File: src/rtl/feed_writer_if.sv
`default_nettype none
// ============================================================================
//  Module      : feed_writer_if
//  Description : Avalon-MM write-only master bus used by feed_writer to
//                stream sample words into an SDRAM ring buffer.
//  Revision    : 1.0 - initial release
// ============================================================================
interface feed_writer_if #(
  parameter int ADDR_W = 24
) ();
  logic [ADDR_W-1:0] avm_address;
  logic              avm_write;
  logic [15:0]       avm_writedata;
  logic              avm_waitrequest;

  modport master (
    output avm_address,
    output avm_write,
    output avm_writedata,
    input  avm_waitrequest
  );

  modport slave (
    input  avm_address,
    input  avm_write,
    input  avm_writedata,
    output avm_waitrequest
  );
endinterface
`default_nettype wire

File: src/rtl/feed_writer.sv
`default_nettype none
// ============================================================================
//  Module      : feed_writer
//  Description : Captures a 16-bit sample stream into a small FIFO and writes
//                it word by word into an SDRAM ring buffer over Avalon-MM.
//                Control FSM: IDLE -> RUN (capture) -> DRAIN (flush) -> IDLE.
//  Revision    : 1.0 - initial release
// ============================================================================
module feed_writer #(
  parameter int              ADDR_W    = 24,
  parameter longint unsigned BASE_ADDR = 0,
  parameter longint unsigned RING_LEN  = 1024,
  parameter int              DEPTH     = 8
) (
  input  wire logic        clk,
  input  wire logic        rst_n,
  input  wire logic        start,
  input  wire logic        stop,
  input  wire logic        sample_valid,
  input  wire logic [15:0] sample_data,
  feed_writer_if.master    avm,
  output logic             busy,
  output logic             overflow,
  output logic             wrapped,
  output logic [31:0]      words_written
);

  localparam int                c_ptr_w = $clog2(DEPTH);
  localparam int                c_cnt_w = c_ptr_w + 1;
  localparam logic [c_cnt_w-1:0] c_depth = c_cnt_w'(DEPTH);
  localparam logic [ADDR_W-1:0] c_base  = ADDR_W'(BASE_ADDR);
  localparam logic [ADDR_W-1:0] c_last  = ADDR_W'(BASE_ADDR + RING_LEN - 64'd1);

  typedef enum logic [1:0] {
    S_IDLE  = 2'd0,
    S_RUN   = 2'd1,
    S_DRAIN = 2'd2
  } state_t;

  state_t              r_state;
  state_t              w_state_nxt;

  logic [15:0]         r_mem [DEPTH];
  logic [c_ptr_w-1:0]  r_rd_ptr;
  logic [c_ptr_w-1:0]  r_wr_ptr;
  logic [c_cnt_w-1:0]  r_count;
  logic [ADDR_W-1:0]   r_wptr;
  logic                r_overflow;
  logic                r_wrapped;
  logic [31:0]         r_words;

  logic                w_start_run;
  logic                w_push;
  logic                w_drop;
  logic                w_write;
  logic                w_pop;

  // State register
  always_ff @(posedge clk) begin
    if (!rst_n) r_state <= S_IDLE;
    else        r_state <= w_state_nxt;
  end

  // Next-state decode plus push/drop/write qualifiers; the FIFO count used
  // for the full test is the registered one, so a same-cycle pop never makes
  // room for an arriving sample.
  always_comb begin
    w_state_nxt = r_state;
    w_start_run = 1'b0;
    w_push      = 1'b0;
    w_drop      = 1'b0;
    w_write     = (r_state != S_IDLE) && (r_count != '0);
    case (r_state)
      S_IDLE: begin
        if (start) begin
          w_state_nxt = S_RUN;
          w_start_run = 1'b1;
        end
      end
      S_RUN: begin
        if (stop) w_state_nxt = S_DRAIN;
        if (sample_valid) begin
          if (r_count < c_depth) w_push = 1'b1;
          else                   w_drop = 1'b1;
        end
      end
      S_DRAIN: begin
        if (r_count == '0) w_state_nxt = S_IDLE;
      end
      default: w_state_nxt = S_IDLE;
    endcase
    w_pop = w_write && !avm.avm_waitrequest;
  end

  // FIFO storage; contents need no reset because the count gates every read
  always_ff @(posedge clk) begin
    if (w_push) r_mem[r_wr_ptr] <= sample_data;
  end

  // FIFO pointers, ring write pointer and status counters
  always_ff @(posedge clk) begin
    if (!rst_n) begin
      r_rd_ptr   <= '0;
      r_wr_ptr   <= '0;
      r_count    <= '0;
      r_wptr     <= c_base;
      r_overflow <= 1'b0;
      r_wrapped  <= 1'b0;
      r_words    <= '0;
    end else if (w_start_run) begin
      r_rd_ptr   <= '0;
      r_wr_ptr   <= '0;
      r_count    <= '0;
      r_wptr     <= c_base;
      r_overflow <= 1'b0;
      r_wrapped  <= 1'b0;
      r_words    <= '0;
    end else begin
      if (w_push) r_wr_ptr <= r_wr_ptr + c_ptr_w'(1);
      if (w_pop) begin
        r_rd_ptr <= r_rd_ptr + c_ptr_w'(1);
        r_words  <= r_words + 32'd1;
        if (r_wptr == c_last) begin
          r_wptr    <= c_base;
          r_wrapped <= 1'b1;
        end else begin
          r_wptr <= r_wptr + ADDR_W'(1);
        end
      end
      case ({w_push, w_pop})
        2'b10:   r_count <= r_count + c_cnt_w'(1);
        2'b01:   r_count <= r_count - c_cnt_w'(1);
        default: r_count <= r_count;
      endcase
      if (w_drop) r_overflow <= 1'b1;
    end
  end

  assign avm.avm_write     = w_write;
  assign avm.avm_address   = r_wptr;
  assign avm.avm_writedata = w_write ? r_mem[r_rd_ptr] : 16'h0000;

  assign busy          = (r_state == S_RUN) || (r_state == S_DRAIN);
  assign overflow      = r_overflow;
  assign wrapped       = r_wrapped;
  assign words_written = r_words;

endmodule
`default_nettype wire

File: src/flat_wrapper.sv
// flat-port wrapper written by rule: the top's interface ports become plain ports
module feed_writer_flat 
#(
  parameter int              ADDR_W    = 24,
  parameter longint unsigned BASE_ADDR = 0,
  parameter longint unsigned RING_LEN  = 1024,
  parameter int              DEPTH     = 8
)
  (clk, rst_n, start, stop, sample_valid, sample_data, busy, overflow, wrapped, words_written, avm_avm_address, avm_avm_write, avm_avm_writedata, avm_avm_waitrequest);
  feed_writer_if #(.ADDR_W(ADDR_W)) avm_i ();
  input  wire logic clk;
  input  wire logic rst_n;
  input  wire logic start;
  input  wire logic stop;
  input  wire logic sample_valid;
  input  wire logic [15:0] sample_data;
  output logic busy;
  output logic overflow;
  output logic wrapped;
  output logic [31:0] words_written;
  output wire logic [$bits(avm_i.avm_address)-1:0] avm_avm_address;
  output wire logic [$bits(avm_i.avm_write)-1:0] avm_avm_write;
  output wire logic [$bits(avm_i.avm_writedata)-1:0] avm_avm_writedata;
  input wire logic [$bits(avm_i.avm_waitrequest)-1:0] avm_avm_waitrequest;
  assign avm_avm_address = avm_i.avm_address;
  assign avm_avm_write = avm_i.avm_write;
  assign avm_avm_writedata = avm_i.avm_writedata;
  assign avm_i.avm_waitrequest = avm_avm_waitrequest;
  feed_writer #(.ADDR_W(ADDR_W), .BASE_ADDR(BASE_ADDR), .RING_LEN(RING_LEN), .DEPTH(DEPTH)) u_core (.clk(clk), .rst_n(rst_n), .start(start), .stop(stop), .sample_valid(sample_valid), .sample_data(sample_data), .avm(avm_i), .busy(busy), .overflow(overflow), .wrapped(wrapped), .words_written(words_written));
endmodule
File: config.mk
export PLATFORM = sky130hd
export DESIGN_NAME = feed_writer_flat
export DESIGN_NICKNAME = d
export VERILOG_FILES = /design/src/rtl/feed_writer_if.sv /design/src/rtl/feed_writer.sv /design/src/flat_wrapper.sv
export SDC_FILE = /design/constraint.sdc
export NUM_CORES = 1
export LEC_CHECK = 0
export BUFFER_PORTS_ARGS = -buffer_cell sky130_fd_sc_hd__buf_2
export CAP_MARGIN = 25
export CORE_MARGIN = 2
export CORE_UTILIZATION = 60
export DETAILED_ROUTE_END_ITERATION = 10
export PLACE_DENSITY = 0.82
export SETUP_SLACK_MARGIN = 0.05
export SLEW_MARGIN = 20
export SYNTH_ARGS = -nofsm -noshare
export SYNTH_HDL_FRONTEND = slang
export SYNTH_SLANG_ARGS = --single-unit
File: constraint.sdc
create_clock -name clk -period 8.3 [get_ports clk]
set_input_delay 0.415 -clock clk [delete_from_list [all_inputs] [get_ports clk]]
set_output_delay 0.415 -clock clk [all_outputs]
set_load 0.005 [all_outputs]
==> metrics.txt <==
# TYPE chip_impl_metric gauge
chip_impl_metric{name="numPortBuffers",unit=""} 97
chip_impl_metric{name="fmax",unit="GHz"} 0.301
chip_impl_metric{name="total_of_endpoints_with_negative_setup_slack_in_the_final_report",unit=""} 0
chip_impl_metric{name="grt.overflow.total",unit=""} 0
chip_impl_metric{name="layoutNonFillerInstCount",unit=""} 929
chip_impl_info{name="largest_delay_contributor_family_on_the_critical_path",value="simple AND/OR/NAND/NOR gates"} 1
chip_impl_metric{name="ir_drop",unit="mV"} 0.142
chip_impl_metric{name="slowest_delay",unit="ns"} 0.60
chip_impl_info{name="cts_tree",value="built"} 1
chip_impl_metric{name="clock-skew-final",unit="ns"} 0.0115
chip_impl_metric{name="post_synth_instance_area",unit="mm^2"} 0.00854
chip_impl_metric{name="cts.repair.resized",unit=""} 0
chip_impl_metric{name="antenna_found_initial",unit=""} 0
chip_impl_metric{name="wire_length_of_the_first_global_routing_pass",unit="mm"} 29.4
chip_impl_metric{name="power.static_leakage",unit="nW"} 3.44
chip_impl_info{name="run_status",value="completed"} 1
chip_impl_info{name="rsz0062_at_grt",value="false"} 1
chip_impl_metric{name="clock_latency",unit="ns"} 0.49
chip_impl_metric{name="cts_hold_buf",unit=""} 0
chip_impl_info{name="cp_cell_sequence",value="inv_1 -> ha_1 -> nor2_1 -> nand2_1 -> inv_1 -> ha_1 -> xor2_1 -> ha_1 -> a21oi_1 -> xor2_1 -> or3_1 -> a21oi_1"} 1
chip_impl_info{name="layout.cells.most_common",value="sky130_fd_sc_hd__edfxtp_1"} 1
chip_impl_info{name="worstSetupStartpointType",value="register"} 1
chip_impl_metric{name="detail_route.wirelength",unit="mm"} 18.7
chip_impl_metric{name="core",unit="mm^2"} 0.0139
chip_impl_metric{name="final-hold-violation-count",unit=""} 0
chip_impl_metric{name="post_synthesis_net_count",unit=""} 671
chip_impl_metric{name="cts.path.max_buffers",unit=""} 3
chip_impl_metric{name="drt_pre_antenna_iters",unit=""} 5
chip_impl_info{name="postSynth.topFlopCell",value="sky130_fd_sc_hd__edfxtp_1"} 1
chip_impl_metric{name="dpl_cell_area",unit="mm^2"} 0.00922
chip_impl_metric{name="final.hold.worst_slack",unit="ns"} 0.188
chip_impl_metric{name="synth-edff-count",unit=""} 128
chip_impl_metric{name="drt.antenna.violating_nets",unit=""} 0
chip_impl_metric{name="flow.area_growth_from_synthesis",unit="%"} 16.7
chip_impl_metric{name="layout.nets",unit=""} 767
chip_impl_metric{name="sinks_on_the_clock_net",unit=""} 201
chip_impl_metric{name="crit_buf_inv",unit=""} 2
chip_impl_info{name="critical-path-slowest-cell",value="sky130_fd_sc_hd__nor2_1"} 1
chip_impl_metric{name="worst_slack",unit="ns"} 4.97
chip_impl_metric{name="postCtsSetupBuffers",unit=""} 0
chip_impl_metric{name="num-fill-cells",unit=""} 911
chip_impl_metric{name="ffs_latches_synth",unit=""} 201
chip_impl_metric{name="wl_per_cell",unit="um"} 20.1
chip_impl_metric{name="drt_drc_violations_left",unit=""} 0
chip_impl_metric{name="io-pin-count",unit=""} 98
chip_impl_metric{name="worstPathMaxFanout",unit=""} 12
chip_impl_metric{name="worst_ep_arrival_time",unit="ns"} 3.74
chip_impl_metric{name="clk_transition_reported_paths",unit="ns"} 0.06
chip_impl_metric{name="final_min_period_over_clock_period",unit=""} 0.401
chip_impl_metric{name="detailed_place_hpwl",unit="mm"} 11.9
chip_impl_metric{name="initial_utilization",unit=""} 0.615
chip_impl_metric{name="htreeDepth",unit=""} 1
chip_impl_info{name="critPathKind",value="reg2reg"} 1
chip_impl_metric{name="tritoncts.num_buffers",unit=""} 21
chip_impl_metric{name="routed-via-count",unit=""} 5807
chip_impl_metric{name="powerDensity",unit="mW/mm^2"} 214
chip_impl_metric{name="insertedDiodeCount",unit=""} 0
chip_impl_metric{name="syn_inst",unit=""} 638
chip_impl_metric{name="seq_area_frac_synth",unit=""} 0.621
chip_impl_metric{name="die_h",unit="um"} 123
chip_impl_metric{name="final-max-slew-violation-count",unit=""} 0
chip_impl_metric{name="num_rows",unit=""} 43
chip_impl_info{name="leading_cell_types_in_the_layout_fill_and_taps_excluded",value="sky130_fd_sc_hd__edfxtp_1, sky130_fd_sc_hd__buf_2, sky130_fd_sc_hd__dfxtp_1, sky130_fd_sc_hd__nor2_1, sky130_fd_sc_hd__a21oi_1"} 1
chip_impl_info{name="clockRootBuffer",value="sky130_fd_sc_hd__clkbuf_16"} 1
chip_impl_metric{name="die_w",unit="um"} 123
chip_impl_metric{name="dpl_worst_slack",unit="ns"} 5.01
chip_impl_info{name="cp_capture_type",value="register"} 1
chip_impl_metric{name="cp.required",unit="ns"} 8.71
chip_impl_metric{name="relSlewSlack",unit=""} 0.306
chip_impl_metric{name="count_of_distinct_cell_types_in_the_synthesized_netlist",unit=""} 51
chip_impl_metric{name="fp.dieArea",unit="mm^2"} 0.0152
chip_impl_metric{name="grt_pass1_vias",unit=""} 5622
chip_impl_metric{name="timing.max_cap.violations",unit=""} 0
chip_impl_metric{name="worst-slew-pin-transition",unit="ns"} 1.04
chip_impl_metric{name="finalWeightedCongestion",unit=""} 0.832
chip_impl_metric{name="period_minus_slack",unit="ns"} 3.33
chip_impl_metric{name="synth-warning-count",unit=""} 0
chip_impl_info{name="hp-class",value="in2reg"} 1
chip_impl_metric{name="syn_area_per_cell",unit="um^2"} 13.4
chip_impl_metric{name="final.setup.tns",unit="ns"} 0
chip_impl_metric{name="placed_cells_incl_taps",unit=""} 887
chip_impl_metric{name="post_route_cells_drive_above_1_share",unit=""} 0.252
chip_impl_info{name="crit_path_frequent_cell",value="sky130_fd_sc_hd__ha_1"} 1
chip_impl_metric{name="grt_use_total",unit=""} 0.249
chip_impl_metric{name="largest_net_degree_at_the_start_of_global_routing",unit=""} 53
chip_impl_metric{name="dr.first_iter.drc_count",unit=""} 473
chip_impl_metric{name="post_drt_via_cell_ratio",unit=""} 6.25
chip_impl_metric{name="final_cell_area",unit="mm^2"} 0.00997
chip_impl_metric{name="postSynth.asyncResetShare",unit=""} 0
power by group:
part,internal [W],switching [W]
clock,0.000570,0.000379
sequential,0.00107,0.00000550
combinational,0.0000381,0.0000697
state kept, by name, summed over array words and instances, names as in the netlist, named ones only:
register / count
u_core.avm.avm_address: 24
u_core.r_rd_ptr: 3
u_core.r_mem: 128
u_core.wrapped: 1
u_core.r_wr_ptr: 3
u_core.r_count: 4
u_core.words_written: 32
u_core.r_state: 2
u_core.overflow: 1
Yosys cell counts, types with 4 or more instances:
cell type	n	share of area
sky130_fd_sc_hd__ha_1	11	0.016
sky130_fd_sc_hd__nor3_1	6	0.0035
sky130_fd_sc_hd__mux4_2	32	0.084
sky130_fd_sc_hd__nor2_1	49	0.022
sky130_fd_sc_hd__a211oi_1	4	0.0035
sky130_fd_sc_hd__o31ai_1	25	0.022
sky130_fd_sc_hd__buf_2	8	0.0047
sky130_fd_sc_hd__buf_1	7	0.0031
sky130_fd_sc_hd__clkbuf_1	18	0.0079
sky130_fd_sc_hd__nor4_1	4	0.0029
sky130_fd_sc_hd__or3_1	11	0.0081
sky130_fd_sc_hd__inv_1	15	0.0066
sky130_fd_sc_hd__or4_1	22	0.019
sky130_fd_sc_hd__dfxtp_1	73	0.17
sky130_fd_sc_hd__o21ai_0	13	0.0076
sky130_fd_sc_hd__mux2i_1	24	0.028
sky130_fd_sc_hd__edfxtp_1	128	0.45
sky130_fd_sc_hd__nand2_1	29	0.013
sky130_fd_sc_hd__nand3_1	23	0.013
sky130_fd_sc_hd__nand2b_1	4	0.0029
sky130_fd_sc_hd__and4_1	11	0.011
sky130_fd_sc_hd__a21oi_1	39	0.023
sky130_fd_sc_hd__nand4_1	19	0.014
sky130_fd_sc_hd__xor2_1	20	0.021
sky130_fd_sc_hd__and3_1	6	0.0044
area by class of cell:
class | count | area [um^2] | area share
clock buffer | 25 | 551 | 0.0552
clock inverter | 13 | 148 | 0.0148
inverter | 15 | 56.3 | 0.00565
multi-input combinational | 388 | 3070 | 0.308
sequential | 201 | 5310 | 0.533
tap | 180 | 225 | 0.0226
timing repair buffer | 107 | 607 | 0.0609
per-stage QoR:
stage                     power [W]   util
final                       0.00214  0.718
after global routing        0.00220  0.718
after CTS                   0.00214  0.714
after detailed placement    0.00121  0.664
after global placement      0.00120  0.660
after floorplan             0.00117      -
cells by family after synthesis:
| logic type | count (synthesis) | synth area share |
|---|---|---|
| muxes | 56 | 0.112 |
| and+or+nand+nor | 205 | 0.135 |
| adders and majority gates | 11 | 0.0161 |
| DFF | 201 | 0.621 |
| buffers and inverters | 49 | 0.0236 |
| xor gates and xnor gates | 20 | 0.0205 |
| AOI/OAI and AO/OA | 96 | 0.0709 |
path summary, 6_finish.rpt:
path	start	to	slack, ns	cells past startpoint
min	sample_data[8]	u_core.r_mem[1][8]	0.19	1
max reg2reg	u_core.r_state[0]	u_core.r_count[2]	4.97	12
min reg2reg	u_core.wrapped	u_core.wrapped	0.48	1
max	u_core.r_state[0]	u_core.r_count[2]	4.97	12
metal layers:
metal | vias to the layer above | track usage | part of all wire
li1 | 2689 | - | -
met1 | 2867 | 0.328 | 0.41
met2 | 221 | 0.434 | 0.51
met3 | 30 | 0.0392 | 0.070
met4 | 0 | 0.0653 | 0.014
met5 | - | 0 | 0
Note: power is estimated with default switching activity, not from simulation.
